### config.mk
export PLATFORM = sky130hd
export DESIGN_NAME = simeck_decryption
export DESIGN_NICKNAME = d
export VERILOG_FILES = /design/src/rtl/simeck_decryption.sv
export SDC_FILE = /design/constraint.sdc
export NUM_CORES = 1
export LEC_CHECK = 0
export ABC_AREA = 1
export CAP_MARGIN = 20
export CORE_MARGIN = 4
export CORE_UTILIZATION = 61
export CTS_CLUSTER_SIZE = 14
export DETAILED_ROUTE_END_ITERATION = 7
export GPL_TIMING_DRIVEN = 0
export PLACE_DENSITY_LB_ADDON = 0.3
export REMOVE_ABC_BUFFERS = 1
export SLEW_MARGIN = 20
export SYNTH_ARGS = -nofsm -noshare
export SYNTH_HDL_FRONTEND = slang
export SYNTH_SLANG_ARGS = --single-unit
### constraint.sdc
create_clock -name clk -period 3.42 [get_ports clk]
set_clock_uncertainty 0.2 [all_clocks]
set_input_delay 1.026 -clock clk [delete_from_list [all_inputs] [get_ports clk]]
set_output_delay 1.026 -clock clk [all_outputs]
set_load 0.02 [all_outputs]
### src/rtl/simeck_decryption.sv
// -----------------------------------------------------------------------------
// simeck_decryption
// Iterative Simeck-style 32-bit block decryptor with a 16-bit key.
// A start pulse (while idle) captures the ciphertext and key. The round-key
// schedule is then expanded into a local ROUNDS x 16 register array, one key
// per clock. The inverse Feistel rounds then run one per clock, last key first.
// The plaintext is presented with a one-cycle done pulse.
//
// Optional feature macro: SIMECK_KEYCACHE_EN
//   When defined, the last fully expanded key is remembered with a valid flag.
//   A start with a matching key skips expansion and goes straight to DECRYPT.
//
// Ports:
//   clk    in   1   clock, rising edge
//   rst    in   1   asynchronous, active-low reset
//   start  in   1   request, sampled only while idle
//   inp    in  32   ciphertext {L, R}
//   key    in  16   master key
//   out    out 32   plaintext {L, R}, held until the next done
//   busy   out  1   high while an operation is in progress
//   done   out  1   one-cycle pulse, out valid
// -----------------------------------------------------------------------------
module simeck_decryption #(
    parameter int ROUNDS = 32
) (
    input  logic        clk,
    input  logic        rst,
    input  logic        start,
    input  logic [31:0] inp,
    input  logic [15:0] key,
    output logic [31:0] out,
    output logic        busy,
    output logic        done
);

    localparam int            CW   = (ROUNDS > 1) ? $clog2(ROUNDS) : 1;
    localparam logic [CW-1:0] LAST = CW'(ROUNDS - 1);

    typedef enum logic [1:0] {S_IDLE, S_EXPAND, S_DECRYPT} state_t;

    state_t        r_state;
    state_t        w_next;
    logic [CW-1:0] r_cnt;
    logic [4:0]    r_lfsr;
    logic [15:0]   r_l;
    logic [15:0]   r_r;
    logic [15:0]   r_rk_cur;
    logic [15:0]   r_rk [ROUNDS];
    logic          w_hit;
    logic [15:0]   w_rk_next;
    logic [15:0]   w_r_next;

    function automatic logic [15:0] simeck_f(input logic [15:0] x);
        return (x & {x[10:0], x[15:11]}) ^ {x[14:0], x[15]};
    endfunction

    // Round constant 16'hFFFC ^ {15'b0, z}, with z taken from the LFSR LSB.
    assign w_rk_next = r_rk_cur ^ simeck_f(r_rk_cur) ^ {15'h7FFE, r_lfsr[0]};
    assign w_r_next  = r_l ^ simeck_f(r_r) ^ r_rk[r_cnt];

`ifdef SIMECK_KEYCACHE_EN
    logic [15:0] r_key;
    logic [15:0] r_cache_key;
    logic        r_cache_vld;
    assign w_hit = r_cache_vld && (key == r_cache_key);
`else
    assign w_hit = 1'b0;
`endif

    // State register
    always_ff @(posedge clk or negedge rst) begin
        if (!rst) r_state <= S_IDLE;
        else      r_state <= w_next;
    end

    // Next-state logic
    always_comb begin
        w_next = r_state;
        case (r_state)
            S_IDLE:    if (start) w_next = w_hit ? S_DECRYPT : S_EXPAND;
            S_EXPAND:  if (r_cnt == LAST) w_next = S_DECRYPT;
            S_DECRYPT: if (r_cnt == '0) w_next = S_IDLE;
            default:   w_next = S_IDLE;
        endcase
    end

    // Output logic
    always_comb begin
        busy = (r_state != S_IDLE);
    end

    // Datapath, key schedule and output registers
    always_ff @(posedge clk or negedge rst) begin
        if (!rst) begin
            r_cnt    <= '0;
            r_lfsr   <= '0;
            r_l      <= '0;
            r_r      <= '0;
            r_rk_cur <= '0;
            out      <= '0;
            done     <= 1'b0;
            for (int i = 0; i < ROUNDS; i++) r_rk[i] <= '0;
`ifdef SIMECK_KEYCACHE_EN
            r_key       <= '0;
            r_cache_key <= '0;
            r_cache_vld <= 1'b0;
`endif
        end else begin
            done <= 1'b0;
            case (r_state)
                S_IDLE: begin
                    if (start) begin
                        r_l      <= inp[31:16];
                        r_r      <= inp[15:0];
                        r_rk_cur <= key;
                        r_lfsr   <= 5'b11111;
                        r_cnt    <= w_hit ? LAST : '0;
`ifdef SIMECK_KEYCACHE_EN
                        r_key <= key;
                        // The array is about to be overwritten, so the cache
                        // must not be trusted until this expansion completes.
                        if (!w_hit) r_cache_vld <= 1'b0;
`endif
                    end
                end
                S_EXPAND: begin
                    // r_rk_cur always holds rk[cnt]; the next key is computed
                    // alongside so no array read is needed here.
                    r_rk[r_cnt] <= r_rk_cur;
                    r_rk_cur    <= w_rk_next;
                    r_lfsr      <= {r_lfsr[0] ^ r_lfsr[2], r_lfsr[4:1]};
                    if (r_cnt == LAST) begin
                        r_cnt <= LAST;
`ifdef SIMECK_KEYCACHE_EN
                        r_cache_key <= r_key;
                        r_cache_vld <= 1'b1;
`endif
                    end else begin
                        r_cnt <= r_cnt + CW'(1);
                    end
                end
                S_DECRYPT: begin
                    r_l <= r_r;
                    r_r <= w_r_next;
                    if (r_cnt == '0) begin
                        out  <= {r_r, w_r_next};
                        done <= 1'b1;
                    end else begin
                        r_cnt <= r_cnt - CW'(1);
                    end
                end
                default: ;
            endcase
        end
    end

endmodule

# Yosys cells after proc, flatten, opt, wreduce, memory -nomap -nowiden
# Cells that the tools add are included.
[totals]
word_cells = 97
ramBits = 0
memories = 0
input_bits = 51
reg_bits = 605
romBits = 0
output_inout_bits = 34
latch_bits = 0
[op_classes]
mul = 0
n_reduce_logical = 12
add_sub_neg = 2
n_mux = 24
n_div = 0
n_shift = 0
n_eq_ne = 7
bitwise = 10
n_lt_le_gt_ge = 2
[op_table]
columns = ["operator", "n"]
rows = [
  ["bitwise mux 512 bit", 1],
  ["two-way mux 16 bit", 6],
  ["one-hot mux 16 bit (2 select lines)", 3],
  ["bitwise XOR 16 bit", 6],
  ["binary-select mux 16 bit (select 5 bit)", 1],
  ["demux 16 bit (select 5 bit)", 1],
  ["bitwise AND 16 bit", 2],
  ["two-way mux 5 bit", 4],
  ["one-hot mux 5 bit (3 select lines)", 1],
  ["one-hot mux 5 bit (2 select lines)", 1],
  ["inequality test 2 bit, second input constant", 4],
  ["greater-or-equal comparator 6 bit, second input constant", 1],
  ["less-than comparator 6 x 1 -> 1 bit, second input constant", 1],
  ["two-way mux 2 bit", 3],
  ["inverter 5 -> 6 bit", 1],
  ["one-hot mux 2 bit (3 select lines)", 1],
  ["AND reduction 2 bit", 3],
  ["AND reduction 3 bit", 2],
  ["nonzero test 2 bit", 3],
  ["adder 5 x 1 -> 5 bit, second input constant", 1],
  ["== test 5 bit, second input constant", 1],
  ["logical NOT 5 bit", 1],
  ["subtractor 5 x 1 -> 5 bit, second input constant", 1],
  ["nonzero test 3 bit", 1],
  ["other kinds (6)", 7],
]

# Depth between registers and ports, before layout
# Gate-level depths: netlist of run 1.
[logic_depth]
ltp_word = 6
ltp_mapped = 15
ltp_nobuf = 13

# Worst setup path after synthesis of run 1
# OpenSTA, ideal clock, no wires.
[synth_path]
kind = "input port to flip-flop"
from = "in start"
to = "reg r_rk_cur[10]"
arrival_ns = 1.932
n_path_buf = 1
path_stages = 7
slack_ns = 1.155
path_cell_list = "nor2_1 nor2_1 nor2_1 inv_2 buf_2 o221ai_1 o21ai_0"
[synth_between]
elab_chain_cells = 2
[synth_rtl]
columns = ["element", "line", "rtl"]
rows = [
  ["from (decl)", "28", "input logic start,"],
  ["inequality test 2 bit (no line)", "n/a", ""],
  ["AND reduction 2 bit (no line)", "n/a", ""],
  ["to (signal assigned)", "115", "r_rk_cur <= key;"],
  ["to (signal assigned)", "130", "r_rk_cur <= w_rk_next;"],
  ["to (decl)", "47", "logic [15:0] r_rk_cur;"],
]
# No other way between the ends.
# A chain may end at the register's enable or synchronous reset.

# Final worst setup path of run 1
[layout_path]
from = "reg r_state[1]"
to = "out busy"
[layout_between]
elab_chain_cells = 1
[layout_rtl]
columns = ["element", "line", "rtl"]
rows = [
  ["from (decl)", "41", "state_t r_state;"],
  ["from (signal assigned)", "73", "else r_state <= w_next;"],
  ["nonzero test 2 bit", "89", "busy = (r_state != S_IDLE);"],
  ["to (decl)", "32", "output logic busy,"],
]
# No other way between the ends.

==> run_results.csv, run 1 <==
group,metric,value,unit
synthesis,async_flop_share,1.00,
synthesis,ys_types,31,
layout,area_growth,13.2,%
global_routing,grt_max_degree,102,
worst_setup_path,end_kind,"primary output",
clock_network,numCtsBuffers,61,
clock_network,cts.htree.levels,2,
global_routing,grt_usage,0.314,
layout,fin_nets,4125,
power_and_ir_drop,p_sw,10.6,mW
power_and_ir_drop,p_sw_frac,0.399,
route,routed_wl,84700,µm
sta,final-max-slew-violation-count,0,
sta,relSlewSlack,0.231,
layout,final_common_cell,"nand2_1",
power_and_ir_drop,power.internal,16.1,mW
power_and_ir_drop,pwr-share-seq,0.350,
sta,finalSetupTns,0,ns
sta,period_needed,3.36,ns
synthesis,synth_cells,4150,
synthesis,syn_avg_cell_area,7.25,µm²
worst_setup_path,r2r_cells,9,
synthesis,yosysWarnings,0,
sta,final-setup-viol-count,0,
floorplanning,die_x,230,µm
synthesis,syn_area,0.0301,mm²
sta,fin_crit_sh,0.983,
route,drt-wirelength-per-cell,17.7,µm
floorplanning,rows,81,
sta,worstMarginPinSlew,1.15,ns
worst_setup_path,critPathLaunchType,"register",
route,drtPass1Iterations,6,
clock_network,clkSlewWorstSetupHoldPaths,0.06,ns
min_path,hold_path.class,"primary input to async pin",
worst_setup_path,arrival,2.14,ns
global_routing,antenna_found_initial,2,
layout,final_cell_mix,"nand2_1, dfrtp_1, o21ai_0, inv_1, nand3_1",
global_routing,grt-ovfl-total,0,
place,place_congestion,0.828,
floorplanning,die_h,230,µm
route,drtIter0Drc,2909,
power_and_ir_drop,p_leak,17.0,nW
worst_setup_path,crit_required,2.19,ns
route,ant_nets,0,
clock_network,cts_tree,"built",
power_and_ir_drop,powerDensity,783,mW/mm²
synthesis,seq_area_frac_synth,0.503,
floorplanning,initial_core_util,0.616,
global_routing,grt_pass1_vias,25000,
clock_network,cts_sinks,605,
layout,utilization,0.698,
global_routing,grt_first_pass_wirelength,133000,µm
layout,drive_gt1_frac,0.0547,
clock_network,clock_path_buffers,3,
layout,n_antenna_cell,0,
floorplanning,io_pins,85,
synthesis,synth_edf_count,0,
floorplanning,core,0.0488,mm²
worst_setup_path,critPathMaxFanout,4,
power_and_ir_drop,peakVddDrop,819,µV
floorplanning,die_area,0.0530,mm²
route,routed_via_density,5.52,
power_and_ir_drop,p_clk_frac,0.273,
sta,fmax,297,MHz
clock_network,cts_hold_buf,0,
power_and_ir_drop,combPwrFrac,0.377,
run,max_cap_violations,0,
clock_network,clk_latency,0.63,ns
synthesis,synth_ff_type,"dfrtp_1",
worst_setup_path,worst-setup-path-type,"register to primary output",
route,drcViolationCount,0,
clock_network,clock-root-buffer,"clkbuf_16",
layout,fill_cells,3885,
place,port_buffers,84,
synthesis,ys_ff_latch,605,
outcome,outcome,"completed",
place,dp_hpwl,48500,µm
route,dr_total_vias,26400,
sta,hold_viol,0,
sta,rsz0062_at_grt,"false",
final timing paths:
check | startpoint | to | slack [ns]
max in group asynchronous | rst | out[20] | 1.63
min in group clk | out[30] | out[30] | 0.28
worst min register to register | out[30] | out[30] | 0.28
worst max-delay path | r_state[1] | busy | 0.06
worst max register to register | r_cnt[1] | r_cnt[1] | 0.10
worst min-delay path | rst | r_rk[199] | 0.06
critical path: stages (launching register included):
cell and delay (ns):
dfrtp_1 0.42, inv_1 0.10, ha_1 0.22, inv_1 0.15, clkdlybuf4s50_1 0.63
cell usage after synthesis (6+ instances only):
library cell,number,area [µm²]
a21oi_1,8,40.0
a31oi_1,16,100
buf_2,87,435
buf_6,8,90.1
clkbuf_1,175,657
dfrtp_1,605,15100
ha_1,10,125
inv_1,511,1920
inv_2,6,22.5
nand2_1,1707,6410
nand3_1,261,1310
nor2_1,137,514
o21ai_0,528,2640
o21ai_1,6,30.0
o221ai_1,15,131
xnor2_1,17,149
xor2_1,19,166
power by group through the flow:
stage,clock network [mW],logic (mW),registers [mW]
after global routing,7.67,11.1,9.48
after detailed placement,0,9.26,9.46
after floorplan,0,6.04,9.56
after global placement,0,8.45,9.70
after CTS,7.33,9.71,9.34
final,7.29,10.1,9.35
kinds of logic (layout without fill, tap and decap cells):
| kind of cell | Yosys count | after routing | synth area share |
|---|---|---|---|
| and+or+nand+nor | 2117 | 2117 | 0.276 |
| buffers and inverters | 796 | 759 | 0.106 |
| DFF | 605 | 605 | 0.503 |
| AOI/OAI and AO/OA | 586 | 586 | 0.101 |
| xor gates and xnor gates | 36 | 36 | 0.0105 |
| adders and majority gates | 10 | 10 | 0.00416 |
metal layers:
layer | vias up | GRT usage | wire length [µm]
met5 | - | 0 | 13
met4 | 2 | 0.149 | 4310
met3 | 293 | 0.0605 | 7300
met2 | 1066 | 0.510 | 39600
met1 | 12500 | 0.411 | 33500
li1 | 12500 | - | -
per-stage QoR:
step                      instance area (µm²)  total power [mW]  worst slack [ns]  instances  hold slack [ns]
after global routing                    34100              28.3           0.00584       4777           0.0804
after global placement                  30500              18.2            -25.82       4621            0.264
after CTS                               33900              26.4          -0.00850       4769           0.0500
final                                   34100              26.7            0.0571       4777           0.0605
after detailed placement                31300              18.7            -0.713       4650            0.265
after floorplan                         28900              15.6             -9.25       3873            0.253
sequential cells by signal (all words and copies together) (netlist names):
name,count
r_r,16
r_l,16
r_rk,512
r_rk_cur,16
done,1
r_lfsr,5
r_state,2
out,32
r_cnt,5
area by class of cell:
cell class	count	area [µm²]	share of cell area
flip-flops and latches	605	15100	0.444
multi-input cells	2749	12100	0.355
inverters	519	2010	0.0588
clock buffers	89	1850	0.0544
repair buffers	127	1800	0.0527
well taps	664	831	0.0244
clock inverters	23	348	0.0102
repair inverters	1	8.76	0.000257
repair_timing:
action	in CTS	in global routing
hold endpoints to repair	0	0
buffers inserted	2	4
pin swaps	0	1
gates cloned	5	2
resized for setup	56	17
setup endpoints to repair	390	357
No activity file was read; power rests on OpenSTA's default activity.
==> run 2: changes to the inputs <==
--- a/config.mk
+++ b/config.mk
@@ -12,6 +12,7 @@
 export CTS_CLUSTER_SIZE = 14
 export DETAILED_ROUTE_END_ITERATION = 7
 export GPL_TIMING_DRIVEN = 0
+export HOLD_SLACK_MARGIN = 0.15
 export PLACE_DENSITY_LB_ADDON = 0.3
 export REMOVE_ABC_BUFFERS = 1
 export SLEW_MARGIN = 20
==> constraint.sdc (replaced) <==
create_clock -name clk -period 3.6 [get_ports clk]
set_clock_uncertainty 0.2 [all_clocks]
set_input_delay 1.08 -clock clk [delete_from_list [all_inputs] [get_ports clk]]
set_output_delay 1.08 -clock clk [all_outputs]
set_load 0.02 [all_outputs]
==> run_results.csv, run 2 (synthesis results as in run 1) <==
group,metric,value,unit
power_and_ir_drop,p_clk_frac,0.275,
clock_network,cts_sinks,605,
sta,final-max-slew-violation-count,0,
layout,final_cell_mix,"nand2_1, dfrtp_1, o21ai_0, inv_1, nand3_1",
power_and_ir_drop,pwr-share-seq,0.353,
floorplanning,die_area,0.0530,mm²
clock_network,cts_tree,"built",
layout,fin_nets,4121,
power_and_ir_drop,p_sw_frac,0.397,
sta,period_needed,3.66,ns
route,drtPass1Iterations,6,
clock_network,cts.htree.levels,2,
sta,rsz0062_at_grt,"true",
place,dp_hpwl,48500,µm
run,max_cap_violations,0,
route,drt-wirelength-per-cell,17.4,µm
sta,final-setup-viol-count,41,
floorplanning,die_x,230,µm
global_routing,grt_usage,0.312,
route,dr_total_vias,26200,
worst_setup_path,critPathMaxFanout,73,
floorplanning,die_h,230,µm
route,routed_wl,83100,µm
worst_setup_path,worst-setup-path-type,"register to register",
layout,area.sequential,0.0151,mm²
place,place_congestion,0.828,
sta,hold_viol,0,
global_routing,grt_pass1_vias,24900,
global_routing,grt_max_degree,102,
layout,largest_register_ffs,512,
route,routed_via_density,5.50,
layout,top_register,"r_rk",
clock_network,clkSlewWorstSetupHoldPaths,0.06,ns
power_and_ir_drop,power.internal,15.2,mW
power_and_ir_drop,powerDensity,743,mW/mm²
worst_setup_path,crit_start,"r_cnt[1]",
route,drcViolationCount,0,
worst_setup_path,reg2reg_slack,-0.06,ns
layout,fill_cells,3939,
layout,fin_area,0.0339,mm²
worst_setup_path,r2r_cells,9,
route,drtIter0Drc,3111,
outcome,violations,"negative setup slack",
power_and_ir_drop,combPwrFrac,0.371,
layout,area_growth,12.5,%
sta,worstMarginPinSlew,1.10,ns
power_and_ir_drop,p_sw,10.0,mW
outcome,outcome,"complete, but fails checks",
floorplanning,core,0.0488,mm²
worst_setup_path,crit_end,"r_rk[422]",
worst_setup_path,end_kind,"register",
min_path,min_from,"out[30]",
worst_setup_path,crit_required,3.86,ns
sta,layout_setup_ws,-0.0631,ns
place,place_ws,-0.533,ns
worst_setup_path,critPathLaunchType,"register",
place,placedInstanceArea,0.0313,mm²
sta,fin_crit_sh,1.02,
route,ant_nets,0,
power_and_ir_drop,peakVddDrop,770,µV
global_routing,grt-ovfl-total,0,
layout,top_regs,"r_rk: 512 flops, out: 32 flops",
clock_network,clock-root-buffer,"clkbuf_16",
worst_setup_path,arrival,3.92,ns
global_routing,antenna_found_initial,0,
place,port_buffers,84,
sta,hold_ws,0.277,ns
floorplanning,rows,81,
power_and_ir_drop,p_leak,16.8,nW
floorplanning,io_pins,85,
worst_setup_path,worstReg2RegEnd,"r_rk[422]",
layout,final_common_cell,"nand2_1",
floorplanning,initial_core_util,0.616,
worst_setup_path,r2r-start,"r_cnt[1]",
layout,drive_gt1_frac,0.0516,
layout,multi_input_area,0.0120,mm²
clock_network,clock_path_buffers,3,
sta,relSlewSlack,0.259,
clock_network,numCtsBuffers,61,
sta,fmax,273,MHz
layout,n_antenna_cell,0,
clock_network,clk_latency,0.63,ns
global_routing,grt_first_pass_wirelength,132000,µm
min_path,hold_path.class,"register to register",
==> run 2: cell types whose count changed in the layout (fill, tap and decap cells not counted), moves of 2 or more <==
cell	change
nand2_4	-13
nand2_2	+12
nor2_1	+5
buf_16	-3
nor2_4	-3
clkinvlp_4	-2
inv_1	+2
nor2_2	-2
==> run 2: worst min path at each step <==
| stage | cells after the start | slack, ns | to |
|---|---|---|---|
| finish | 2 | 0.28 | out[30] |
| global route | 2 | 0.30 | out[12] |
| CTS | 2 | 0.28 | out[30] |
| detailed placement | 2 | 0.26 | out[25] |
| global placement | 2 | 0.26 | out[6] |
| floorplan | 2 | 0.25 | r_rk[100] |
==> run 2: what timing repair did <==
| item | CTS | global route |
|---|---|---|
| cloned | 3 | 2 |
| endpoints found under the hold margin | 37 | 0 |
| setup endpoints to repair | 390 | 284 |
| setup buffers | 1 | 2 |
| pin swaps | 0 | 0 |
| hold buffers | 1 | 0 |
| resized for setup | 33 | 11 |
==> run 2: power by group through the flow <==
stage	Sequential, mW	Clock [mW]	Combinational (mW)
global route	9.03	7.28	10.4
finish	8.90	6.93	9.35
global placement	9.23	0	8.13
floorplan	9.08	0	5.74
CTS	8.87	6.96	9.07
detailed placement	8.99	0	8.79
==> run 2: cell type report <==
cell class / instances / share of cell area
sequential: 605 / 0.447
multi-input combinational: 2749 / 0.354
inverter: 519 / 0.0588
clock buffer: 89 / 0.0547
timing repair buffer: 123 / 0.0499
tap: 664 / 0.0245
clock inverter: 23 / 0.0103
timing repair inverter: 1 / 0.000259
==> run 2: per-layer routing <==
metal  part of all wire  GRT usage
met5                  0          0
met3              0.087     0.0700
met4              0.050      0.147
met1               0.40      0.405
met2               0.46      0.503
==> run 2: critical path, stage by stage, from the launching register on <==
cell     delay (ns)
dfrtp_4        0.67
buf_16         0.29
inv_8          0.31
buf_16         0.36
ha_1           0.23
nand2_1        0.11
inv_1          0.39
nand2_2        0.50
nand2_1        0.19
o21ai_0        0.12
==> run 2: stage by stage <==
| stage | setup TNS, ns | cells | total power [mW] | utilization |
|---|---|---|---|---|
| floorplan | -3379.18 | 3873 | 14.8 | - |
| global placement | - | 4621 | 17.4 | 0.625 |
| detailed placement | -110.87 | 4650 | 17.8 | 0.640 |
| CTS | -14.39 | 4767 | 24.9 | 0.690 |
| global route | -14.70 | 4773 | 26.7 | 0.694 |
| finish | -0.828 | 4773 | 25.2 | 0.694 |
